$ cat config.mk
export PLATFORM = sky130hd
export DESIGN_NAME = clocking_sync_port
export DESIGN_NICKNAME = d
export VERILOG_FILES = /design/src/rtl/clocking_sync_port.sv
export SDC_FILE = /design/constraint.sdc
export NUM_CORES = 1
export LEC_CHECK = 0
export CAP_MARGIN = 15
export CORE_ASPECT_RATIO = 0.5
export CORE_UTILIZATION = 45
export CTS_CLUSTER_SIZE = 20
export DETAILED_ROUTE_END_ITERATION = 8
export PLACE_DENSITY = 0.89
export SLEW_MARGIN = 20
export SYNTH_ARGS = -nofsm -noshare
export SYNTH_HDL_FRONTEND = slang
export SYNTH_SLANG_ARGS = --single-unit
$ cat constraint.sdc
create_clock -name clk -period 2.12 [get_ports clk]
set_input_delay 0.424 -clock clk [delete_from_list [all_inputs] [get_ports clk]]
set_output_delay 0.424 -clock clk [all_outputs]
set_load 0.02 [all_outputs]
$ cat src/rtl/clocking_sync_port.sv
// Synthesizable clocking-block stand-in: registered drive of a, staged sampling of b, change pulse,
// and a saturating clock-event counter. Optional macro CB_EDGE_DETECT_EN builds the b_chg logic.
module clocking_sync_port #(
    parameter int A_W       = 1,
    parameter int B_W       = 1,
    parameter int IN_STAGES = 1,
    parameter int CNT_W     = 16
) (
    input  logic             clk,
    input  logic             rst,
    input  logic [A_W-1:0]   a_drv,
    input  logic             a_we,
    output logic [A_W-1:0]   a,
    input  logic [B_W-1:0]   b,
    output logic [B_W-1:0]   cb_b,
    output logic             b_chg,
    output logic [CNT_W-1:0] evt_cnt,
    input  logic [CNT_W-1:0] evt_tgt,
    output logic             evt_hit
);

    logic [IN_STAGES-1:0][B_W-1:0] stage;

    // NOTE: sequential state uses non-blocking assignments so every register samples pre-edge values.
    always_ff @(posedge clk or posedge rst) begin
        if (rst) begin
            a <= '0;
        end else if (a_we) begin
            a <= a_drv;
        end
    end

    // Shift chain: stage 0 captures b, the last stage is the sampled view.
    always_ff @(posedge clk or posedge rst) begin
        if (rst) begin
            stage <= '0;
        end else begin
            stage[0] <= b;
            for (int i = 1; i < IN_STAGES; i++) begin
                stage[i] <= stage[i-1];
            end
        end
    end

    assign cb_b = stage[IN_STAGES-1];

`ifdef CB_EDGE_DETECT_EN
    logic [B_W-1:0] cb_prev;

    // cb_prev starts equal to the reset value of cb_b, so reset alone never produces a pulse.
    always_ff @(posedge clk or posedge rst) begin
        if (rst) begin
            cb_prev <= '0;
            b_chg   <= 1'b0;
        end else begin
            cb_prev <= cb_b;
            b_chg   <= (cb_b != cb_prev);
        end
    end
`else
    assign b_chg = 1'b0;
`endif

    always_ff @(posedge clk or posedge rst) begin
        if (rst) begin
            evt_cnt <= '0;
        end else if (evt_cnt != {CNT_W{1'b1}}) begin
            evt_cnt <= evt_cnt + CNT_W'(1);
        end
    end

    assign evt_hit = (evt_cnt >= evt_tgt);

endmodule

==> impl_metrics.yaml, run 1 <==
timing:
  hold_violations: 0
  totalNegativeSetupSlack_ns: -0.130
  tightest_slew_ns: 0.695
  whs_ns: 0.535
  fin_crit_sh_pct: 106
  slew_headroom_pct: 53.6
  fmax_mhz: 445
  clock_skew_ns: 0.00381
  rsz0062_at_grt: "yes"
  maxSlewViolCount: 0
  period_minus_slack_ns: 2.25
  setup_viol: 1
  setup_ws_ns: -0.130
setup_path:
  r2r_cells: 6
  worst_setup_path_start_kind: "input port"
  max_stage_delay_ns: 0.34
  cp_max_fo: 3
  rr_startpoint: "evt_cnt[1]$_DFFE_PP0P_"
  crit_chain: "dlygate4sd2_1 -> inv_2 -> ha_4 -> nand4_1 -> a211oi_2 -> a2111oi_2 -> o21ai_1 -> buf_4"
  cp-end-kind: "output pin"
  cp_data_required_time_ns: 1.70
  regToRegEndpoint: "evt_cnt[12]$_DFFE_PP0P_"
  crit_arrival_ns: 1.83
  crit_slowest_cell: "a2111oi_2"
  crit_type: "input port to output pin"
  r2r_slack_ns: 0.14
layout:
  area_delta_synth_final_pct: 64.9
  fillers: 127
  multiInputGateArea_sq_um: 861
  drive_gt1_share_pct: 32.8
  diodes: 0
  final_cell_mix: "clkdlybuf4s50_1 (25), buf_4 (20), dfrtp_1 (18), nand4_1 (12)"
  fin_nets: 228
  layout_commonest_cell: "clkdlybuf4s50_1"
  seq_area_sq_um: 450
  finish.utilization_pct: 84.3
power:
  pwr-share-seq_pct: 47.9
  p_leak_nw: 0.916
  switching_power_uw: 161
  pwr-share-comb_pct: 13.8
  peakVddDrop_uv: 352
  powerDensity_nw_per_um2: 360
  clkPwrFrac_pct: 38.3
  internal-power_uw: 564
  switching_share_pct: 22.2
synthesis:
  ys_seq_area_share_pct: 36.9
  synth_top_family_by_area: "adder cells"
  synth_compound_area_share_pct: 8.00
  yosys.area_share.simple_pct: 17.1
  avgSynthCellArea_sq_um: 9.46
  synth_mux_area_share_pct: 4.62
  synth_top_area_cell: "dfrtp_1"
  synth_fa_ha_area_share_pct: 17.4
  synth_xor_area_share_pct: 7.90
  yosysWarnings: 0
  synthTopCellsByArea: "dfrtp_1 (37%), ha_1 (17%), xnor2_1 (7.9%), inv_1 (6.2%), nand4_1 (6.2%)"
  synthCells: 129
  synth_top_area_share_pct: 36.9
  ys_ff_latch: 18
  syn_area_sq_um: 1220
  synth_nets: 167
  yosysUniqueCellTypes: 25
cts:
  hold_buffers: 0
  clock_sinks: 18
  cts_tree: "yes"
  clk_path_buf_depth: 2
  clock_latency_ns: 0.26
  cts_buffers: 3
  htree_levels: 1
  root_buffer: "clkbuf_8"
  clk_pin_slew_ns: 0.06
detailed_routing:
  first_iter_violations: 90
  dr.max_layer_used: "met4"
  dr_wl_met2_um: 1860
  wl_met1_um: 1520
  dr.pass1.iters: 4
  wl_um: 3800
  dr_total_vias: 1224
  drt-wirelength-per-cell_um: 17.0
  vias_per_cell: 5.46
  post-route-drc-count: 0
  dr_wl_met3_um: 253
  drtAntennaViolNets: 0
grt:
  grt_pass1_wl_um: 5850
  grt_pass1_vias: 1297
  grt_max_degree: 19
  antenna_found_initial: 0
  grt.overflow.total: 0
  grt_use_total_pct: 29.0
die:
  start_util_pct: 51.1
  coreArea_sq_um: 2390
  ios: 41
  die_area_sq_um: 2940
  rows: 12
  die_w_um: 75.6
  die_h_um: 38.8
job:
  max_cap_viol_count: 0
worst_hold_path:
  worstHoldStart: "a$_DFFE_PP0P_"
  hold_class: "flop to flop"
  hold_depth: 1
  whs_endpoint: "a$_DFFE_PP0P_"
place:
  place_ws_ns: -0.841
  dp_hpwl_um: 2520
  gp_congestion: 0.771
  port_buffers: 39
status:
  failed_checks: "negative setup slack"
  status: "finished with violations"
kinds of logic after synthesis:
group,after synthesis
fa+ha+maj,17
other cells,1
compound gates,16
flops,18
buf+inv,22
xor+xnor,11
mux,5
simple gates,39
cell usage after synthesis, drive strengths merged:
library cell,count
a2111oi,1
nor2b,2
or4,1
inv,20
a21o,1
nor2,3
a211oi,2
a21oi,4
nor4,1
ha,17
nand4,12
nand3,7
mux2,5
dfrtp,18
o21ai,5
conb,1
nor3,2
and3,2
a41oi,1
a31oi,2
nand2,9
xnor2,11
buf,2
how the worst max path moves through the flow:
stage              end                     from  slack (ns)  cells after the start
4_1_cts        evt_hit  evt_cnt[15]$_DFFE_PP0P_       -0.12                      6
3_5_place_dp   evt_hit              evt_tgt[11]       -0.84                      8
5_1_grt        evt_hit              evt_tgt[15]       -0.20                      8
6_report       evt_hit              evt_tgt[15]       -0.13                      8
2_1_floorplan  evt_hit  evt_cnt[13]$_DFFE_PP0P_        0.03                      5
3_3_place_gp   evt_hit              evt_tgt[13]       -0.81                      8
worst max-delay path: cells and delay by family:
kind / cells / cell delay (ns)
AO/OA/AOI/OAI: 3 / 0.54
buffers and inverters: 3 / 0.49
adder cells (fa/ha/maj): 1 / 0.20
AND/OR/NAND/NOR: 1 / 0.18
area by class of cell:
cell class              instances  share of cell area, %
multi-input cells              89                   42.8
repair buffers                 58                   26.2
flip-flops and latches         18                   22.4
inverters                      20                   3.73
clock buffers                   4                   2.74
well taps                      35                   2.18
per-stage QoR:
stage / cell area [sq um] / std cells / total power [mW]
detailed placement: 1760 / 218 / 0.438
floorplan: 1220 / 129 / 0.388
global placement: 1760 / 218 / 0.434
CTS: 1980 / 224 / 0.719
global route: 2010 / 224 / 0.750
finish: 2010 / 224 / 0.725
per-layer routing:
metal / vias up / global-route usage [%]
met5: - / 0
met4: 0 / 17.1
met3: 20 / 6.51
met2: 70 / 55.8
met1: 565 / 29.9
li1: 569 / -
registers in the layout, summed over array words and instances, names as in the netlist:
register / flops
a: 1
cb_b: 1
evt_cnt: 16
timing repair:
item	4_1_cts	5_1_grt
hold endpoints to repair	0	0
setup buffers	2	0
resized for setup	45	8
setup endpoints to repair	1	1
pin swaps	16	10
power groups by stage:
stage	logic (mW)	registers (mW)	clock network, mW
floorplan	0.0306	0.358	0
CTS	0.0944	0.347	0.278
global placement	0.0804	0.354	0
detailed placement	0.0842	0.354	0
global route	0.110	0.348	0.292
finish	0.0997	0.348	0.278
(Power assumes the default switching activity.)
==> inputs of run 2 (changes only) <==
--- a/config.mk
+++ b/config.mk
@@ -7,6 +7,7 @@
 export LEC_CHECK = 0
 export CAP_MARGIN = 15
 export CORE_ASPECT_RATIO = 0.5
+export CORE_MARGIN = 2
 export CORE_UTILIZATION = 45
 export CTS_CLUSTER_SIZE = 20
 export DETAILED_ROUTE_END_ITERATION = 8
==> run 2 against run 1 <==
The run still ends with negative setup slack left. Via count decreased by 2.0%. Sequential power about the same. Sequential share of layout area increased by 0.21 points. Non-clock buffer count is 1 higher. Count of clock-buffer cells in the layout decreased by 1. Clock skew down 0.00091 ns. Largest power group unchanged.
==> impl_metrics.yaml, run 2 (synthesized netlist as in run 1, its figures left out) <==
cts:
  clock_sinks: 18
  cts_buffers: 3
  clock_latency_ns: 0.26
  cts_tree: "yes"
  clk_path_buf_depth: 2
  root_buffer: "clkbuf_8"
  htree_levels: 1
  clk_pin_slew_ns: 0.07
layout:
  finish.utilization_pct: 77.1
  fillers: 167
  drive_gt1_share_pct: 32.8
  area_delta_synth_final_pct: 63.4
  diodes: 0
  top_register: "evt_cnt"
  layout_commonest_cell: "clkdlybuf4s50_1"
  largest_reg_flops: 16
  multiInputGateArea_sq_um: 856
  final_cell_mix: "clkdlybuf4s50_1 (23), buf_4 (21), dfrtp_1 (18), nand4_1 (12)"
  fin_nets: 229
  seq_area_sq_um: 450
status:
  status: "finished with violations"
  failed_checks: "negative setup slack"
detailed_routing:
  drtAntennaViolNets: 0
  wl_um: 3770
  vias_per_cell: 5.31
  drt-wirelength-per-cell_um: 16.7
  dr.pass1.iters: 4
  first_iter_violations: 101
  post-route-drc-count: 0
  dr_total_vias: 1200
setup_path:
  crit_arrival_ns: 1.82
  cp_data_required_time_ns: 1.70
  r2r_slack_ns: 0.18
  crit_slowest_cell: "a2111oi_2"
  cp_max_fo: 3
  cp.buffers_inverters: 3
  crit_chain: "clkdlybuf4s15_1 -> inv_2 -> ha_4 -> a21oi_4 -> o21ai_2 -> a2111oi_2 -> o21ai_1 -> buf_4"
  max_stage_delay_ns: 0.35
  worst_setup_path_start_kind: "input port"
  crit_path_start: "evt_tgt[11]"
  rr_startpoint: "evt_cnt[1]$_DFFE_PP0P_"
  crit_type: "input port to output pin"
  path_delay_family: "compound AO/OA/AOI/OAI gates"
  cp-end-kind: "output pin"
timing:
  period_minus_slack_ns: 2.24
  fin_crit_sh_pct: 106
  rsz0062_at_grt: "yes"
  whs_ns: 0.509
  setup_ws_ns: -0.123
  setup_viol: 1
  maxSlewViolCount: 0
  tightest_slew_ns: 0.678
  hold_violations: 0
  clock_skew_ns: 0.00289
  slew_headroom_pct: 54.8
  fmax_mhz: 446
worst_hold_path:
  worstHoldStart: "a$_DFFE_PP0P_"
  hold_class: "flop to flop"
grt:
  antenna_found_initial: 0
  grt_max_degree: 19
  grt_pass1_wl_um: 5710
  grt_use_total_pct: 25.0
  grt_pass1_vias: 1157
  grt.overflow.total: 0
power:
  peakVddDrop_uv: 234
  pwr-share-comb_pct: 14.1
  switching_share_pct: 23.7
  powerDensity_nw_per_um2: 345
  finalPower_uw: 687
  pwr-share-seq_pct: 50.5
  switching_power_uw: 163
  internal-power_uw: 524
  clkPwrFrac_pct: 35.4
  p_leak_nw: 0.897
die:
  die_area_sq_um: 3170
  rows: 13
  die_h_um: 40.8
  die_w_um: 77.6
  ios: 41
  coreArea_sq_um: 2590
  start_util_pct: 47.2
job:
  max_cap_viol_count: 0
place:
  port_buffers: 39
  dp_hpwl_um: 2500
  place_ws_ns: -0.907
  gp_congestion: 0.803
## run 2: what timing repair did
action / in CTS / in global routing
hold buffers: 0 / 0
pin swaps: 25 / 7
setup buffers: 3 / 0
endpoints found under the setup margin: 1 / 1
hold endpoints to repair: 0 / 0
resized for setup: 56 / 4
## run 2: metal layers
layer  up-vias  global-route usage [%]  wire, um
li1        574                       -         -
met1       576                    27.5      1490
met2        44                    51.5      2040
met3         6                    5.51       190
met4         0                    8.04        55
met5         -                       0         0
## run 2: worst register-to-register path, stage by stage, from the launching register on
cell	delay, ns
dfrtp_1	0.37
buf_4	0.16
ha_1	0.31
nand4_1	0.13
or4_4	0.54
mux2_2	0.32
## run 2: area by class of cell
cell class | count | share of cell area (%)
multi-input cells | 89 | 42.9
repair buffers | 59 | 26.3
flip-flops and latches | 18 | 22.6
inverters | 20 | 3.77
well taps | 37 | 2.32
clock buffers | 3 | 2.07
## run 2: per-stage QoR
step	area, sq um	setup TNS, ns	cells
6_report	1990	-0.123	226
3_5_place_dp	1770	-0.907	220
4_1_cts	1970	-0.0805	226
2_1_floorplan	1220	0	129
3_3_place_gp	1770	-0.811	220
5_1_grt	1990	-0.166	226
## run 2: power groups by stage
stage / logic [mW] / registers, mW / clock network [mW]
final: 0.0970 / 0.347 / 0.243
after global routing: 0.107 / 0.347 / 0.260
after CTS: 0.0946 / 0.347 / 0.242
after detailed placement: 0.0836 / 0.354 / 0
after global placement: 0.0804 / 0.354 / 0
after floorplan: 0.0306 / 0.358 / 0
## run 2: final timing paths
check                                                to  cells after the start
worst max-delay path                            evt_hit                      8
worst min-delay path                      a$_DFFE_PP0P_                      1
worst max register to register   evt_cnt[1]$_DFFE_PP0P_                      5
worst min register to register            a$_DFFE_PP0P_                      1
max in group asynchronous        evt_cnt[6]$_DFFE_PP0P_                      2
min in group asynchronous       evt_cnt[15]$_DFFE_PP0P_                      2
==> inputs of run 3 (changes only) <==
--- a/config.mk
+++ b/config.mk
@@ -11,8 +11,9 @@
 export CORE_UTILIZATION = 45
 export CTS_CLUSTER_SIZE = 20
 export DETAILED_ROUTE_END_ITERATION = 8
+export GPL_ROUTABILITY_DRIVEN = 0
 export PLACE_DENSITY = 0.89
-export SLEW_MARGIN = 20
+export SETUP_SLACK_MARGIN = 0.4
 export SYNTH_ARGS = -nofsm -noshare
 export SYNTH_HDL_FRONTEND = slang
 export SYNTH_SLANG_ARGS = --single-unit
==> run 3 against run 2 <==
The run still ends with negative setup slack left. Count of clock-buffer cells in the layout increased by 1. Global-route usage shrank 0.47 points. Combinational power about the same. Critical path depth fell by 2. Sequential power hardly changed. Fmax is 1.5% higher.
==> impl_metrics.yaml, run 3 (synthesized netlist as in run 1, its figures left out) <==
layout:
  final_cell_mix: "dlygate4sd2_1 (26), buf_4 (23), dfrtp_2 (13)"
  area_delta_synth_final_pct: 82.7
  diodes: 0
  drive_gt1_share_pct: 52.5
  largest_reg_flops: 16
  layout_commonest_cell: "dlygate4sd2_1"
  fin_nets: 237
  top_register: "evt_cnt"
  finish.utilization_pct: 86.2
cts:
  clock_latency_ns: 0.26
  hold_buffers: 0
  cts_tree: "yes"
  clk_pin_slew_ns: 0.07
  clk_path_buf_depth: 2
  htree_levels: 1
  cts_buffers: 3
  root_buffer: "clkbuf_8"
  clock_sinks: 18
setup_path:
  worst_setup_path_start_kind: "flop"
  crit_arrival_ns: 1.79
  r2r_slack_ns: 0.24
  crit_type: "flop to output pin"
  cp_max_fo: 3
  cp-end-kind: "output pin"
  cp_data_required_time_ns: 1.70
timing:
  rsz0062_at_grt: "yes"
  maxSlewViolCount: 0
  period_minus_slack_ns: 2.21
  fmax_mhz: 453
  slew_headroom_pct: 52.5
  setup_ws_ns: -0.0895
  hold_violations: 0
  fin_crit_sh_pct: 104
  whs_ns: 0.524
  setup_viol: 1
  tightest_slew_ns: 0.712
  clock_skew_ns: 0.00331
place:
  place_ws_ns: -0.754
  dp_hpwl_um: 2410
  port_buffers: 39
die:
  rows: 13
  die_w_um: 77.6
  die_h_um: 40.8
  coreArea_sq_um: 2590
  die_area_sq_um: 3170
  start_util_pct: 47.2
  ios: 41
grt:
  grt_pass1_wl_um: 5740
  grt_pass1_vias: 1191
  grt.overflow.total: 0
  antenna_found_initial: 0
  grt_use_total_pct: 24.5
  grt_max_degree: 19
detailed_routing:
  first_iter_violations: 79
  vias_per_cell: 5.73
  wl_um: 4640
  dr_total_vias: 1347
  drt-wirelength-per-cell_um: 19.8
  dr.pass1.iters: 4
  post-route-drc-count: 0
  drtAntennaViolNets: 0
status:
  status: "finished with violations"
  failed_checks: "negative setup slack"
power:
  peakVddDrop_uv: 453
  p_leak_nw: 1.05
  powerDensity_nw_per_um2: 333
worst_hold_path:
  hold_class: "flop to flop"
job:
  max_cap_viol_count: 0
## run 3: cell types whose count changed in the layout (fill, tap and decap cells not counted), moves of 3 or more
cell,before,now
ha_4,9,12
xnor2_1,11,8
buf_6,0,5
inv_1,11,8
dfrtp_1,18,5
inv_2,9,12
nand2_1,9,5
xnor2_2,0,3
dfrtp_2,0,13
mux2_2,5,2
ha_1,7,3
clkdlybuf4s50_1,23,9
mux2_4,0,3
dlygate4sd2_1,11,26
## run 3: final timing paths
check,from,endpoint,cells after the start
worst min register to register,a$_DFFE_PP0P_,a$_DFFE_PP0P_,1
worst min-delay path,a$_DFFE_PP0P_,a$_DFFE_PP0P_,1
max in group asynchronous,rst,evt_cnt[8]$_DFFE_PP0P_,2
worst max register to register,evt_cnt[9]$_DFFE_PP0P_,evt_cnt[1]$_DFFE_PP0P_,5
worst max-delay path,evt_cnt[13]$_DFFE_PP0P_,evt_hit,6
min in group asynchronous,rst,cb_b$_DFF_PP0_,2
## run 3: power by group
group,internal (mW),switching (mW)
sequential,0.346,0.00125
combinational,0.0523,0.0479
clock,0.166,0.129
total,0.564,0.178
## run 3: metal layers
metal	up-vias	global-route usage, %	wire, um
met4	0	8.93	172
li1	594	-	-
met2	79	45.9	2180
met3	24	4.19	339
met5	-	0	0
met1	650	30.2	1950
## run 3: metrics by stage
| step | power [mW] | setup TNS (ns) | cell area [sq um] | std cells |
|---|---|---|---|---|
| after floorplan | 0.398 | 0 | 1370 | 129 |
| after global placement | 0.443 | -0.703 | 1920 | 220 |
| after detailed placement | 0.448 | -0.754 | 1920 | 220 |
| after CTS | 0.727 | -0.0807 | 2090 | 228 |
| after global routing | 0.775 | -0.174 | 2230 | 235 |
| final | 0.742 | -0.0895 | 2230 | 235 |
## run 3: worst max-delay path: stages, from the launching register on
cell       delay [ns]
dfrtp_2          0.45
ha_4             0.29
nand4_1          0.17
a211oi_2         0.31
a2111oi_4        0.08
o21ai_2          0.09
buf_6            0.14
## run 3: repair_timing
item,4_1_cts,5_1_grt
buffers inserted,3,7
setup endpoints to repair,31,16
pin swaps,21,23
resized for setup,69,19
gates cloned,1,0
## run 3: layout make-up
class,count,area [sq um]
clock buffers,4,55.1
flip-flops and latches,18,467
fillers,122,358
inverters,20,75.1
multi-input cells,90,1010
well taps,37,46.3
repair buffers,66,579
